`config.mk`:
```
export PLATFORM = sky130hd
export DESIGN_NAME = rggen_bit_field_access_initiator
export DESIGN_NICKNAME = d
export VERILOG_FILES = /design/src/rtl/rggen_bit_field_access_initiator.sv
export SDC_FILE = /design/constraint.sdc
export NUM_CORES = 1
export LEC_CHECK = 0
export ABC_AREA = 0
export CORE_MARGIN = 8
export CORE_UTILIZATION = 37
export DETAILED_ROUTE_END_ITERATION = 8
export PLACE_DENSITY = 0.81
export SLEW_MARGIN = 20
export SYNTH_ARGS = -nofsm -noshare
export SYNTH_HDL_FRONTEND = slang
export SYNTH_SLANG_ARGS = --single-unit
```
`constraint.sdc`:
```
create_clock -name i_clk -period 1.22 [get_ports i_clk]
set_input_delay 0.305 -clock i_clk [delete_from_list [all_inputs] [get_ports i_clk]]
set_output_delay 0.305 -clock i_clk [all_outputs]
set_load 0.01 [all_outputs]
```
`src/rtl/rggen_bit_field_access_initiator.sv`:
```
// rtl/rggen_bit_field_access_initiator.sv - host request to single-cycle bit field access bridge
// Optional write readback/compare enabled by RGGEN_BIT_FIELD_ACCESS_INITIATOR_READBACK_EN.
module rggen_bit_field_access_initiator #(
  parameter int WIDTH = 8
) (
  input  logic             i_clk,
  input  logic             i_rst,
  input  logic             i_request_valid,
  output logic             o_request_ready,
  input  logic             i_request_write,
  input  logic [WIDTH-1:0] i_request_data,
  input  logic [WIDTH-1:0] i_request_mask,
  output logic             o_response_valid,
  input  logic             i_response_ready,
  output logic [WIDTH-1:0] o_response_data,
  output logic             o_response_error,
  output logic             o_bit_field_valid,
  output logic [WIDTH-1:0] o_bit_field_read_mask,
  output logic [WIDTH-1:0] o_bit_field_write_mask,
  output logic [WIDTH-1:0] o_bit_field_write_data,
  input  logic [WIDTH-1:0] i_bit_field_read_data
);

  typedef enum logic [2:0] {
    IDLE,
    READ,
    WRITE,
    READBACK,
    RESP
  } state_t;

  state_t           state_q, state_d;
  logic [WIDTH-1:0] mask_q, mask_d;
  logic [WIDTH-1:0] resp_data_q, resp_data_d;
  logic             resp_valid_q, resp_valid_d;
  logic             bf_valid_q, bf_valid_d;
  logic [WIDTH-1:0] bf_rmask_q, bf_rmask_d;
  logic [WIDTH-1:0] bf_wmask_q, bf_wmask_d;
  logic [WIDTH-1:0] bf_wdata_q, bf_wdata_d;
`ifdef RGGEN_BIT_FIELD_ACCESS_INITIATOR_READBACK_EN
  logic [WIDTH-1:0] data_q, data_d;
  logic             resp_err_q, resp_err_d;
`endif

  always_ff @(posedge i_clk) begin
    if (i_rst) begin
      state_q <= IDLE;
    end else begin
      state_q <= state_d;
    end
  end

  // Bit field strobes are computed from the next state so they are flop outputs
  // aligned with the access state itself.
  always_comb begin
    state_d      = state_q;
    mask_d       = mask_q;
    resp_data_d  = resp_data_q;
    bf_valid_d   = 1'b0;
    bf_rmask_d   = '0;
    bf_wmask_d   = '0;
    bf_wdata_d   = '0;
`ifdef RGGEN_BIT_FIELD_ACCESS_INITIATOR_READBACK_EN
    data_d       = data_q;
    resp_err_d   = resp_err_q;
`endif
    case (state_q)
      IDLE: begin
        if (i_request_valid) begin
          mask_d      = i_request_mask;
          resp_data_d = '0;
`ifdef RGGEN_BIT_FIELD_ACCESS_INITIATOR_READBACK_EN
          data_d      = i_request_data;
          resp_err_d  = 1'b0;
`endif
          if (i_request_mask == '0) begin
            state_d = RESP;
          end else if (i_request_write) begin
            state_d    = WRITE;
            bf_valid_d = 1'b1;
            bf_wmask_d = i_request_mask;
            bf_wdata_d = i_request_data & i_request_mask;
          end else begin
            state_d    = READ;
            bf_valid_d = 1'b1;
            bf_rmask_d = i_request_mask;
          end
        end
      end
      READ: begin
        resp_data_d = i_bit_field_read_data & mask_q;
        state_d     = RESP;
      end
      WRITE: begin
        resp_data_d = '0;
`ifdef RGGEN_BIT_FIELD_ACCESS_INITIATOR_READBACK_EN
        state_d    = READBACK;
        bf_valid_d = 1'b1;
        bf_rmask_d = mask_q;
`else
        state_d    = RESP;
`endif
      end
`ifdef RGGEN_BIT_FIELD_ACCESS_INITIATOR_READBACK_EN
      READBACK: begin
        resp_data_d = i_bit_field_read_data & mask_q;
        resp_err_d  = (i_bit_field_read_data & mask_q) != (data_q & mask_q);
        state_d     = RESP;
      end
`endif
      RESP: begin
        if (i_response_ready) begin
          state_d = IDLE;
        end
      end
      default: state_d = IDLE;
    endcase
    resp_valid_d = (state_d == RESP);
  end

  always_ff @(posedge i_clk) begin
    if (i_rst) begin
      mask_q       <= '0;
      resp_data_q  <= '0;
      resp_valid_q <= 1'b0;
      bf_valid_q   <= 1'b0;
      bf_rmask_q   <= '0;
      bf_wmask_q   <= '0;
      bf_wdata_q   <= '0;
`ifdef RGGEN_BIT_FIELD_ACCESS_INITIATOR_READBACK_EN
      data_q       <= '0;
      resp_err_q   <= 1'b0;
`endif
    end else begin
      mask_q       <= mask_d;
      resp_data_q  <= resp_data_d;
      resp_valid_q <= resp_valid_d;
      bf_valid_q   <= bf_valid_d;
      bf_rmask_q   <= bf_rmask_d;
      bf_wmask_q   <= bf_wmask_d;
      bf_wdata_q   <= bf_wdata_d;
`ifdef RGGEN_BIT_FIELD_ACCESS_INITIATOR_READBACK_EN
      data_q       <= data_d;
      resp_err_q   <= resp_err_d;
`endif
    end
  end

  // Ready is gated by reset directly so it is low for the whole reset window.
  assign o_request_ready        = (state_q == IDLE) && !i_rst;
  assign o_response_valid       = resp_valid_q;
  assign o_response_data        = resp_data_q;
  assign o_bit_field_valid      = bf_valid_q;
  assign o_bit_field_read_mask  = bf_rmask_q;
  assign o_bit_field_write_mask = bf_wmask_q;
  assign o_bit_field_write_data = bf_wdata_q;
`ifdef RGGEN_BIT_FIELD_ACCESS_INITIATOR_READBACK_EN
  assign o_response_error = resp_err_q;
`else
  assign o_response_error = 1'b0;
`endif

endmodule

```
### After elaboration in Yosys (flattened, before gate mapping)

Index checks and enable logic that the tools add are counted.

* flip-flop bits (word level): 45
* input port bits: 29
* output and inout bits: 36
* word-level logic and storage cells: 37

* eq/ne operators: 5
* mux-type cells: 8
* bitwise logic cells: 5
* reductions and logical operators: 11

Operators with widths (count)
* $pmux 8 s3: 1
* $and 8x8->8: 2
* $reduce_or 5->1: 2
* $mux 3: 3
* $pmux 3 s3: 1
* $logic_not 8->1: 1
* $mux 8: 1
* $eq 3x3->1 const B: 2
* $reduce_and 2->1: 2
* $eq 3x1->1 const B: 1
* $eq 3x2->1 const B: 1
* $logic_not 3->1: 1
* $not 1->1: 3
* $reduce_bool 3->1: 1
* $reduce_or 3->1: 1
* $mux 2: 1
* $ne 2x2->1 const B: 1
* $reduce_or 2->1: 1
* $logic_and 1x1->1: 1
* $logic_not 1->1: 1
* $mux 1: 1

### Logic depth before layout (Yosys ltp)

Gate-level depths: netlist of the first run.

* depth after elaboration: 5
* gate-level depth with buffers: 6
* mapped depth without buffers: 3

### Least setup slack after synthesis of the first run

No wires, ideal clock.

* path kind: reg-to-reg
* from: register state_q[1]
* to: register mask_q[0]
* library setup time: 0.132 ns
* arrival: 1.215 ns
* slack: -0.128 ns
* cell stages (with the launch flop): 6
* buffers on the path: 2
* path through: dfxtp_1 buf_6 or4b_1 clkbuf_1 nand2_1 a21oi_1

* word-level cells in the longest chain between the ends: 2

Ends and longest elaborated chain
* from (decl): RTL line 32 `state_t state_q, state_d;`
* from (signal assigned): RTL line 49 `state_q <= state_d;`
* $logic_not 3->1: RTL line 67 `case (state_q)`
* $reduce_and 2->1 (no source line)
* to (signal assigned): RTL line 135 `mask_q <= mask_d;`
* to (decl): RTL line 33 `logic [WIDTH-1:0] mask_q, mask_d;`

No other way between the ends.
A chain may end at the register's enable or synchronous reset.

### Worst setup path in the final report of the first run

* from: register state_q[0]
* to: register mask_q[4]

The elaborated chain is that of the path after synthesis.

==> reports/qor_table.md, run 1 <==
| Stage | Quantity | This run |
| --- | --- | --- |
| sta | Unrepaired setup endpoints after global routing | true |
| run status | Run status | complete, but fails checks |
| power and ir drop | VDD IR max | 0.753 mV |
| setup path | CP endpoint kind | flip-flop |
| clocking | Root buffer selected by CTS | sky130_fd_sc_hd__clkbuf_8 |
| placement | Placed standard-cell area | 0.00228 sq mm |
| yosys | Number of synthesized register bits | 45 |
| yosys | Leading cell types by count after synthesis | sky130_fd_sc_hd__dfxtp_1, sky130_fd_sc_hd__and2_1, sky130_fd_sc_hd__a21oi_1, sky130_fd_sc_hd__nand2_1, sky130_fd_sc_hd__and3_1 |
| yosys | Most instantiated flip-flop cell in the synthesis netlist | sky130_fd_sc_hd__dfxtp_1 |
| placement | HPWL after detailed placement | 3000 um |
| yosys | Avg Cell Area, Syn | 10.2 sq um |
| yosys | Warnings, synthesis | 0 |
| sta | Skew final | 5.71 ps |
| grt | Initial antenna violation count | 0 |
| cells and area | FILL cells | 329 |
| sta | Final period demand of the worst path | 1390 ps |
| yosys | Net count after synthesis | 178 |
| drt | Initial drt markers | 47 |
| drt | Router iterations before antenna repair | 4 |
| min path | Class of the worst hold path | in2reg |
| cells and area | Synthesis-to-layout area growth | 68.3% |
| yosys | Leading area contributor after synthesis | sky130_fd_sc_hd__dfxtp_1 |
| setup path | Data required time at the worst endpoint | 1410 ps |
| placement | Pre-CTS WS | -684 ps |
| clocking | Quantity of hold-fixing buffers added after cts | 0 |
| run status | Violations in the final reports | setup timing |
| sta | Final hold violation count | 0 |
| floorplan | Area of the die | 0.00642 sq mm |
| placement | Number of buffers added on ports | 63 |
| yosys | Number of distinct library cells after synthesis | 25 |
| drt | Remaining number of nets flagged by the antenna check after routing | 0 |
| clocking | CTS tree | built |
| sta | Final setup violation count | 43 |
| yosys | Number of synthesized flops with an enable pin | 0 |
| yosys | Fraction of registers with async set or reset after synthesis | 0% |
| sta | Ratio of final minimum period to clock period | 114% |
| floorplan | Die Y | 80.1 um |
| cells and area | Area used by multi-input combinational logic | 714 sq um |
| cells and area | Post-route cell area | 0.00256 sq mm |
| setup path | Startpoint-to-endpoint class of the critical path | reg2reg |
| sta | Minimum setup slack in the final design | -171 ps |
| drt | Total via count after detailed routing | 1376 |
| floorplan | Placement row count | 23 |
| clocking | Clock insertion delay at the later pin of the skew report | 300 ps |
| grt | Global route total overflow | 0 |
| setup path | Delay-heaviest family, CP | simple AND/OR/NAND/NOR gates |
| clocking | Num CTS Buffers | 5 |
| cells and area | Diode count | 0 |
| flow run | Max-cap violation count | 0 |
| yosys | Share of the yosys chip area belonging to registers | 59.2% |
| yosys | Biggest area contributors in the synthesized netlist | sky130_fd_sc_hd__dfxtp_1, sky130_fd_sc_hd__and2_1, sky130_fd_sc_hd__a21oi_1, sky130_fd_sc_hd__nand2_1, sky130_fd_sc_hd__and3_1 |
| grt | Global-route wire length before repair | 6970 um |
| yosys | Number of instances in the synthesized netlist | 149 |
| setup path | Number of buffers and inverters on the critical path | 1 |
| setup path | Highest cell delay on the worst timing path | 630 ps |
| setup path | Cell with the largest stage delay on the worst path | sky130_fd_sc_hd__or4b_4 |
| drt | Post-detailed-route DRC marker count | 0 |
| setup path | Sort of element at the start of the critical path | flip-flop |
| power and ir drop | Leakage power total | 1.16 nW |
| clocking | Clock tree sinks | 45 |
| yosys | Most numerous cell in the Yosys netlist | sky130_fd_sc_hd__dfxtp_1 |
| grt | Vias in the first global route | 1409 |
| cells and area | Register cell area after layout | 907 sq um |
| power and ir drop | Power Density | 1120 mW/mm^2 |
| setup path | Cells along the critical path | buf_8 > or4b_4 > nand2_2 > a21oi_1 |
| placement | GP Congestion | 0.750 |
| grt | GRT Resource Usage Total | 14.0% |
| clocking | Number of buffers on the longest clock path | 2 |
| floorplan | Placeable Area | 0.00397 sq mm |
| floorplan | Starting density of the core | 38.3% |
| yosys | Netlist area before placement | 0.00152 sq mm |
| cells and area | Fraction of final layout cells with drive strength greater than 1 | 32.5% |
| clocking | Clock-pin slew of the registers on the worst-case setup and hold paths | 80 ps |
| cells and area | Total Nets Final | 268 |
| setup path | Maximum fanout along the worst path | 8 |
| sta | Maximum clock rate | 719 MHz |
| yosys | Top-area cell type share of the netlist area | 59.2% |
| drt | Detailed-route wire length | 4590 um |
| sta | Slew Limit Fails | 0 |
| sta | Final worst hold slack | 411 ps |
| drt | Routed wire length per instance | 15.8 um |
| grt | Maximum number of pins on one net before global-route repair | 19 |
| clocking | Htree depth | 2 |
| floorplan | X dimension of the die | 80.1 um |
| drt | Average vias per placed instance | 4.74 |
| cells and area | Layout Utilization | 64.5% |
| setup path | Critical path arrival | 1580 ps |
| floorplan | I/O pins | 65 |
-- logic make-up (layout without fill, tap and decap cells) --
family	after synthesis	in the layout	share of synthesized area (%)
other	1	1	0.246
DFF	45	45	59.2
AOI/OAI and AO/OA	28	28	9.95
and+or+nand+nor	64	67	25.3
adders and majority gates	1	1	0.658
buffers and inverters	10	98	4.60
-- what timing repair did --
item | CTS | global route
endpoints found under the setup margin | 80 | 57
resized for setup | 81 | 43
setup buffers | 8 | 2
gates cloned | 3 | 0
endpoints found under the hold margin | 0 | 0
pin swaps | 46 | 23
-- state kept, by name (all words and copies together) (netlist names) --
signal / count
o_bit_field_valid: 1
o_bit_field_write_data: 8
mask_q: 8
o_bit_field_write_mask: 8
o_bit_field_read_mask: 8
o_response_valid: 1
o_response_data: 8
state_q: 3
-- through the flow --
| stage | power, mW | cells | setup TNS [ps] |
|---|---|---|---|
| 6_report | 2.87 | 290 | -2530 |
| 3_3_place_gp | 1.92 | 270 | -23810 |
| 3_5_place_dp | 1.93 | 270 | -25720 |
| 4_1_cts | 2.85 | 289 | -5410 |
| 2_1_floorplan | 1.72 | 149 | -872 |
| 5_1_grt | 2.98 | 290 | -4700 |
-- worst min-delay path: cells and delay by family --
kind                   cells  cell delay, ps
and+or+nand+nor            1             110
buffers and inverters      2             260
-- cell type report --
cell class,count,share of cell area [%]
clock buffer,7,2.98
tap,50,2.44
multi-input combinational,97,27.9
timing repair buffer,89,30.6
clock inverter,1,0.293
sequential,45,35.4
inverter,1,0.342
-- per-layer routing --
layer,part of all wire [%],GRT usage (%)
met5,0,0
met3,7.9,4.69
met4,1.4,4.18
met1,42,15.7
met2,49,24.3
-- power breakdown --
group | internal (mW) | switching (mW)
Clock | 0.405 | 0.488
Sequential | 1.52 | 0.0288
Combinational | 0.240 | 0.197
Total | 2.16 | 0.714
-- path summary, 6_finish.rpt --
path / startpoint / to / slack (ps) / cells past startpoint
setup / recovery: state_q[0] / mask_q[4] / -170 / 4
hold reg to reg: o_response_data[7] / o_response_data[7] / 470 / 2
hold / removal: i_request_mask[1] / o_bit_field_write_mask[1] / 410 / 3
setup reg to reg: state_q[0] / mask_q[4] / -170 / 4
-- placed cells by master (no fill, tap or decap), types with 2 or more instances in the layout --
| master | Yosys | routed |
|---|---|---|
| sky130_fd_sc_hd__clkdlybuf4s15_1 | 0 | 3 |
| sky130_fd_sc_hd__o21ai_1 | 0 | 7 |
| sky130_fd_sc_hd__clkbuf_1 | 2 | 2 |
| sky130_fd_sc_hd__nor3_4 | 0 | 2 |
| sky130_fd_sc_hd__buf_8 | 0 | 2 |
| sky130_fd_sc_hd__nand2_2 | 0 | 8 |
| sky130_fd_sc_hd__dlymetal6s2s_1 | 0 | 2 |
| sky130_fd_sc_hd__and3_1 | 9 | 8 |
| sky130_fd_sc_hd__nor4_4 | 0 | 2 |
| sky130_fd_sc_hd__buf_6 | 3 | 5 |
| sky130_fd_sc_hd__a21oi_2 | 0 | 3 |
| sky130_fd_sc_hd__nand3_2 | 1 | 2 |
| sky130_fd_sc_hd__clkbuf_2 | 0 | 8 |
| sky130_fd_sc_hd__dfxtp_2 | 0 | 2 |
| sky130_fd_sc_hd__clkdlybuf4s50_1 | 0 | 20 |
| sky130_fd_sc_hd__dfxtp_1 | 45 | 42 |
| sky130_fd_sc_hd__clkbuf_8 | 0 | 5 |
| sky130_fd_sc_hd__and2_1 | 18 | 17 |
| sky130_fd_sc_hd__dlygate4sd2_1 | 0 | 29 |
| sky130_fd_sc_hd__a21oi_1 | 17 | 14 |
| sky130_fd_sc_hd__nand3_1 | 8 | 7 |
| sky130_fd_sc_hd__and4_4 | 0 | 3 |
| sky130_fd_sc_hd__buf_4 | 2 | 19 |
| sky130_fd_sc_hd__nand2_1 | 17 | 9 |
Power figures use the tool's default switching activity.
==> inputs of run 2 (changes only) <==
--- a/config.mk
+++ b/config.mk
@@ -6,6 +6,7 @@
 export NUM_CORES = 1
 export LEC_CHECK = 0
 export ABC_AREA = 0
+export CORE_ASPECT_RATIO = 0.8
 export CORE_MARGIN = 8
 export CORE_UTILIZATION = 37
 export DETAILED_ROUTE_END_ITERATION = 8
==> run 2 against run 1 <==
  * The flow still finishes with violations (setup timing)
  * Global-route usage rose by 0.15 points
  * Sequential power barely moved
  * Non-clock buffer count fell by 4
  * Cell count rose by 1.0%
  * Clock power rose by 25%
  * Critical path depth did not move
  * Die area rose by 0.20%
  * Clock skew fell by 1.4 ps
  * Register-to-register slack barely moved
  * Critical path type unchanged
  * Critical endpoint is now mask_q[0]
  * Largest power group unchanged
==> reports/qor_table.md, run 2 (synthesis gave the netlist of run 1 again) <==
| Stage | Quantity | This run | vs previous |
| --- | --- | --- | --- |
| run status | Run status | complete, but fails checks |  |
| run status | Violations in the final reports | setup timing |  |
| sta | Unrepaired setup endpoints after global routing | true |  |
| cells and area | Leading cell type in the layout, fill and taps excluded | sky130_fd_sc_hd__dfxtp_1 |  |
| sta | Maximum clock rate | 724 MHz | +0.68% |
| setup path | Cells along the critical path | buf_6 > or4b_4 > nand2_2 > a21oi_2 |  |
| drt | Routed wire length per instance | 15.7 um | -0.96% |
| floorplan | Area of the die | 0.00643 sq mm | +0.20% |
| clocking | Root buffer selected by CTS | sky130_fd_sc_hd__clkbuf_8 |  |
| cells and area | Diode count | 0 | unchanged |
| power and ir drop | Power Density | 1210 mW/mm^2 | +7.5% |
| cells and area | Total Nets Final | 264 | -1.5% |
| setup path | Maximum fanout along the worst path | 8 | unchanged |
| grt | Vias in the first global route | 1435 | +1.8% |
| floorplan | X dimension of the die | 87.7 um | +9.4% |
| drt | Initial drt markers | 55 | +17% |
| setup path | Number of buffers and inverters on the critical path | 1 | unchanged |
| drt | Total via count after detailed routing | 1442 | +4.8% |
| sta | Minimum setup slack in the final design | -161 ps | +9.44 ps |
| floorplan | Die Y | 73.4 um | -8.4% |
| clocking | Num CTS Buffers | 5 | unchanged |
| sta | Final hold violation count | 0 | unchanged |
| clocking | Quantity of hold-fixing buffers added after cts | 0 | unchanged |
| setup path | Sort of element at the start of the critical path | flip-flop |  |
| drt | Average vias per placed instance | 4.92 | +3.7% |
| setup path | Startpoint-to-endpoint class of the critical path | reg2reg |  |
| grt | GRT Resource Usage Total | 14.1% | +0.15 points |
| cells and area | Highest-count cells in the layout ignoring fill and taps | sky130_fd_sc_hd__dfxtp_1, sky130_fd_sc_hd__dlygate4sd2_1, sky130_fd_sc_hd__clkdlybuf4s50_1 |  |
| cells and area | Synthesis-to-layout area growth | 67.9% |  |
| power and ir drop | VDD IR max | 0.888 mV | +18% |
| clocking | Htree depth | 2 | unchanged |
| placement | GP Congestion | 0.745 | -0.59% |
| grt | Initial antenna violation count | 0 | unchanged |
| setup path | Critical path arrival | 1570 ps | about the same |
| clocking | Clock-pin slew of the registers on the worst-case setup and hold paths | 80 ps | about the same |
| sta | Setup Total Neg Slack | -2950 ps | -420 ps |
| sta | Final period demand of the worst path | 1380 ps | -9.44 ps |
| sta | Ratio of final minimum period to clock period | 113% | -0.77 points |
| grt | Global-route wire length before repair | 6870 um | -1.4% |
| grt | Global route total overflow | 0 | unchanged |
| placement | Number of buffers added on ports | 63 | unchanged |
| power and ir drop | Final Power | 3.08 mW | +7.3% |
| setup path | Cell with the largest stage delay on the worst path | sky130_fd_sc_hd__or4b_4 |  |
| drt | Detailed-route wire length | 4600 um | about the same |
| cells and area | Layout Utilization | 62.7% | -1.7 points |
| placement | HPWL after detailed placement | 3090 um | +3.0% |
| clocking | Clock insertion delay at the later pin of the skew report | 300 ps | about the same |
| placement | Pre-CTS WS | -658 ps | +26.0 ps |
| setup path | CP endpoint kind | flip-flop |  |
| setup path | Data required time at the worst endpoint | 1400 ps | about the same |
| clocking | Number of buffers on the longest clock path | 2 | unchanged |
| setup path | Highest cell delay on the worst timing path | 630 ps | about the same |
| drt | Post-detailed-route DRC marker count | 0 | unchanged |
| sta | Final setup violation count | 45 | +4.7% |
| sta | Skew final | 4.28 ps | -1.43 ps |
| clocking | CTS tree | built |  |
| floorplan | Placement row count | 21 | -8.7% |
| grt | Maximum number of pins on one net before global-route repair | 19 | unchanged |
| power and ir drop | Leakage power total | 1.12 nW | -4.0% |
| flow run | Max-cap violation count | 0 | unchanged |
| drt | Router iterations before antenna repair | 4 | unchanged |
| drt | Remaining number of nets flagged by the antenna check after routing | 0 | unchanged |
| min path | Class of the worst hold path | reg2reg |  |
| setup path | Delay-heaviest family, CP | simple AND/OR/NAND/NOR gates |  |
| floorplan | I/O pins | 65 | unchanged |
| clocking | Clock tree sinks | 45 | unchanged |
| floorplan | Starting density of the core | 37.4% | -0.95 points |
| cells and area | Fraction of final layout cells with drive strength greater than 1 | 28.8% | -3.7 points |
| sta | Slew Limit Fails | 0 | unchanged |
| sta | Final worst hold slack | 473 ps | +61.3 ps |
| floorplan | Placeable Area | 0.00407 sq mm | +2.6% |
run 2: cell count changes in the layout (fill, tap and decap cells not counted), moves of 2 or more:
cell / delta
sky130_fd_sc_hd__clkdlybuf4s15_1: +11
sky130_fd_sc_hd__a21oi_1: -4
sky130_fd_sc_hd__a21oi_2: +4
sky130_fd_sc_hd__buf_4: -4
sky130_fd_sc_hd__clkbuf_2: -4
sky130_fd_sc_hd__dlygate4sd2_1: -4
sky130_fd_sc_hd__o21ai_0: +3
sky130_fd_sc_hd__dlymetal6s2s_1: -2
sky130_fd_sc_hd__o21ai_1: -2
run 2: final timing paths:
check | start | to | slack (ps) | cells after the start
max | state_q[2] | mask_q[0] | -160 | 4
min | mask_q[2] | mask_q[2] | 470 | 2
max reg2reg | state_q[2] | mask_q[0] | -160 | 4
min reg2reg | mask_q[2] | mask_q[2] | 470 | 2
run 2: layer usage:
metal | GRT usage (%) | vias to the layer above | share of wire (%)
met5 | 0 | - | 0
met4 | 5.32 | 0 | 1.8
met3 | 4.25 | 11 | 5.7
met2 | 24.9 | 44 | 50
met1 | 15.5 | 698 | 43
li1 | - | 689 | -
run 2: area by class of cell:
cell class	instances	area, sq um
repair buffers	85	773
clock buffers	6	72.6
well taps	57	71.3
multi-input cells	97	691
inverters	1	3.75
flip-flops and latches	45	905
fillers	353	1520
clock inverters	2	38.8
run 2: where the power goes:
part | switching [mW] | internal [mW]
Sequential | 0.0245 | 1.52
Combinational | 0.198 | 0.229
Clock | 0.501 | 0.615
Total | 0.723 | 2.36
run 2: tightest hold or removal path: cells and delay by family, from the launching register on:
family / cells / cell delay [ps]
AO/OA/AOI/OAI: 1 / 40
AND/OR/NAND/NOR: 1 / 70
flip-flops: 1 / 330
run 2: stage by stage:
stage	cells	area [sq um]
floorplan	149	1540
finish	293	2550
global placement	276	2280
CTS	290	2480
detailed placement	276	2280
global route	293	2550
run 2: repair_timing:
action,in CTS,in global routing
setup buffers,4,2
cloned,2,1
pin swaps,21,13
gates resized for setup,77,39
setup endpoints to repair,80,63
==> variant 1, RTL diff (config.mk and constraints of run 1) <==
Add a define of `RGGEN_BIT_FIELD_ACCESS_INITIATOR_READBACK_EN`.
--- a/src/rtl/rggen_bit_field_access_initiator.sv
+++ b/src/rtl/rggen_bit_field_access_initiator.sv
@@ -2,2 +2,4 @@
 // Optional write readback/compare enabled by RGGEN_BIT_FIELD_ACCESS_INITIATOR_READBACK_EN.
+`define RGGEN_BIT_FIELD_ACCESS_INITIATOR_READBACK_EN
+
 module rggen_bit_field_access_initiator #(
Function: changed (a bounded check fails within 4 cycles, from zero or initial values and one cycle with i_rst high).
==> variant 1 against run 1 <==
The flow still finishes with violations (negative setup slack); critical path depth stayed put; die area up 21%; total power grew 24%; sequential cell count rose by 9; area after synthesis grew 26%; sequential power up 22%; final area rose by 20%; routed wire length is 31% higher; worst setup slack worse by 230 ps; sequential share of layout area decreased by 0.16 points; clock power rose by 9.5%.
==> variant 1: results (changes against run 1) <==
metric;value;unit;change
ys_types;30;;+20%
seq_share;35.3;%;-0.16 points
nets;324;;+21%
dp.final_hpwl;4290;um;+43%
whs_endpoint;o_bit_field_write_mask[2];;
synth_area_leaders;dfxtp_1, nand2_1, a21oi_1, a32oi_1, xor2_1;;
synthXorXnorAreaFrac;3.64;%;+3.6 points
grt_pass1_wl;9320;um;+34%
use_met3;6.10;%;+1.4 points
synthAdderAreaFrac;0;%;-0.66 points
multi_input_cells;134;;+38%
grt_pass1_vias;1894;;+34%
crit_fanout;2;;-6
synth-seq-cells;54;;+20%
finalSetupViolations;55;;+28%
nClkBuffers;6;;-1
skew;9.89;ps;+4.18 ps
wl_met3;457;um;+25%
wirelength;6010;um;+31%
drive_above_1_share;32.7;%;+0.15 points
met1_length;2620;um;+37%
first_iter_violations;127;;+170%
fin_ws;-404;ps;-233 ps
clockBufferDepth;2;;unchanged
multi_input_area;937;um2;+31%
pre_cts_ws;-931;ps;-247 ps
portBuffers;64;;+1.6%
synth_compound_area_share;15.9;%;+5.9 points
setup_tns;-13960;ps;-11430 ps
track_usage;15.6;%;+1.6 points
place.gp.congestion;0.840;;+12%
fillers;425;;+29%
status;finished, violations left;;
buffer_area_share;28.5;%;-2.1 points
slowest_stage;clkdlybuf4s50_1;;
met1_usage;17.8;%;+2.1 points
power_leakage;1.32;nW;+14%
holdWs;443;ps;+31.5 ps
dr_wl_met2;2840;um;+27%
highest-signal-layer;met4;;
num-nonclk-inverters;2;;+1
yosysSeqAreaShare;56.2;%;-3.0 points
grt_max_degree;30;;+11
ys_top_cells_by_count;dfxtp_1, nand2_1, a21oi_1;;
clk_share;2.68;%;-0.59 points
nNonClkBuffers;98;;+10%
setup.worst_path.start;i_request_valid;;
crit_end;state_q[2];;
worst_ir_drop_vdd;0.000561;V;-26%
viasPerCell;5.04;;+6.2%
grt_antenna_before_repair;0;;unchanged
violations;negative setup slack;;
grt_use_met2;25.8;%;+1.5 points
synth_nets;229;;+29%
-- variant 1: repair_timing --
| action | in CTS | in global routing |
|---|---|---|
| resized for setup | 88 | 49 |
| setup endpoints to repair | 90 | 77 |
| setup buffers | 1 | 5 |
| gates cloned | 2 | 0 |
| pin swaps | 9 | 12 |
-- variant 1: power breakdown --
part	internal (W)	leakage (nW)	switching (W)	total [W]
Clock	0.000439	0.0431	0.000539	0.000978
Combinational	0.000363	0.840	0.000350	0.000713
Sequential	0.00184	0.441	0.0000402	0.00188
Total	0.00264	1.32	0.000928	0.00357
-- variant 1: stage by stage --
| stage | instance area (um2) | std cells |
|---|---|---|
| finish | 3080 | 364 |
| global placement | 2840 | 351 |
| floorplan | 1980 | 200 |
| global route | 3080 | 364 |
| CTS | 2980 | 360 |
| detailed placement | 2840 | 351 |
==> variant 2, RTL diff (config.mk and constraints of run 1) <==
Without the edit above. Make the reset (`i_rst`) asynchronous in 2 clocked blocks.
--- a/src/rtl/rggen_bit_field_access_initiator.sv
+++ b/src/rtl/rggen_bit_field_access_initiator.sv
@@ -44,3 +44,3 @@
 
-  always_ff @(posedge i_clk) begin
+  always_ff @(posedge i_clk or posedge i_rst) begin
     if (i_rst) begin
@@ -120,3 +120,3 @@
 
-  always_ff @(posedge i_clk) begin
+  always_ff @(posedge i_clk or posedge i_rst) begin
     if (i_rst) begin
Check against the original RTL: differs if i_rst is asserted again (counterexample within 4 cycles, from zero or initial values and one cycle with i_rst high); with i_rst held inactive, the same outputs for 10 cycles.
==> variant 2 against run 1 <==
The flow still finishes with violations (negative setup slack); die area grew 6.2%; fmax shrank 7.8%; non-clock buffer count shrank 1; final area grew 3.9%; count of clock-buffer cells in the layout shrank 2; sequential cell count is the same; critical path depth grew 1; worst setup slack lost 120 ps; area after synthesis grew 7.7%; utilization shrank 3.0 points; global-route usage is essentially flat; routed wire length grew 0.68%.
Power is not compared: it rests on default switching activity, and its combinational part moved more than twofold at a synthesized area within 25%.
==> variant 2: results (changes against run 1) <==
metric;value;unit;change
grt_pass1_vias;1424;;+1.1%
synth_nets;138;;-22%
grt_antenna_before_repair;0;;unchanged
setup_tns;-8500;ps;-5970 ps
yosys_warnings;0;;unchanged
synthAdderAreaFrac;0;%;-0.66 points
ys_top_cells_by_count;dfrtp_1, and2_1, and3_1;;
wirelength;4620;um;+0.68%
htree_levels;2;;unchanged
fin_ws;-289;ps;-118 ps
track_usage;14.0;%;+0.030 points
grt_max_degree;46;;+27
status;finished, violations left;;
violations;negative setup slack;;
async_flop_share;100;%;+100 points
skew;7.04;ps;+1.33 ps
synth.area.mux_share;5.50;%;+5.5 points
crit_fanout;5;;-3
grt_pass1_wl;7110;um;+2.0%
ys_types;22;;-12%
viasPerCell;4.88;;+2.8%
dr.pass1.iters;4;;unchanged
dp.final_hpwl;3220;um;+7.2%
first_iter_violations;17;;-64%
drive_above_1_share;47.8;%;+15 points
synth_area_leaders;dfrtp_1, and2_1, mux2_2, a32o_1, and3_1;;
nets;229;;-15%
finalSetupViolations;46;;+7.0%
syn_area;1640;um2;+7.7%
worstPathArrival;1690;ps;+110 ps
yosysSeqAreaShare;68.7;%;+9.5 points
variant 2: changes by cell type after synthesis, moves of 3 or more:
cell / change
nand2_1: -17
nor2b_1: +3
dfrtp_1: +45
and2_1: -3
a32o_1: +8
mux2_2: +8
o21ai_0: -8
dfxtp_1: -45
a21oi_1: -16
nand3_1: -8
variant 2: critical path, stage by stage, from the launching register on:
cell and delay (ps):
dfrtp_1 410, buf_6 130, nor4b_4 230, buf_4 180, buf_6 130, mux2_4 310
variant 2: through the flow:
stage | hold slack (ps) | area [um2] | worst slack, ps | instances
after floorplan | 316 | 1660 | -146 | 109
after global placement | 479 | 2470 | -621 | 239
after detailed placement | 486 | 2470 | -676 | 239
after CTS | 481 | 2740 | -337 | 252
after global routing | 401 | 2660 | -338 | 253
final | 391 | 2660 | -289 | 253
variant 2: layer usage:
layer | wire length, um | GRT usage [%]
met1 | 1840 | 15.0
met2 | 2310 | 24.5
met3 | 399 | 5.41
met4 | 73 | 5.00
met5 | 0 | 0
variant 2: final timing paths:
path	from	slack [ps]	to	depth (start not counted)
min in group asynchronous	i_rst	500	mask_q[3]	3
max in group asynchronous	i_rst	500	state_q[2]	3
setup reg to reg	state_q[0]	-290	mask_q[3]	5
hold reg to reg	o_response_data[3]	510	o_response_data[3]	1
hold / removal	i_request_mask[4]	390	o_bit_field_read_mask[4]	3
setup / recovery	state_q[0]	-290	mask_q[3]	5
variant 2: cell families (layout without fill, tap and decap cells):
kind of cell | after synthesis | count (layout)
other | 1 | 1
AND/OR/NAND/NOR | 37 | 37
multiplexers | 8 | 8
flip-flops | 45 | 45
AO/OA/AOI/OAI | 13 | 13
buffers and inverters | 5 | 97
variant 2: cell type report:
cell class	instances	area (um2)
clock buffers	5	68.8
clock inverters	3	65.1
fillers	335	1670
inverters	1	7.51
multi-input cells	59	608
flip-flops and latches	45	1130
well taps	52	65.1
repair buffers	88	717
variant 2: what timing repair did:
action                                  4_1_cts  5_1_grt
buffers inserted                              5        2
resized for setup                           125       32
pin swaps                                    18        7
endpoints found under the setup margin       80       68
variant 2: power by group through the flow:
stage,Combinational [W],Clock (W),Sequential (W)
4_1_cts,0.00149,0.00132,0.00199
6_report,0.00151,0.00129,0.00201
3_3_place_gp,0.00126,0,0.00199
3_5_place_dp,0.00131,0,0.00200
2_1_floorplan,0.000588,0,0.00204
5_1_grt,0.00161,0.00138,0.00204
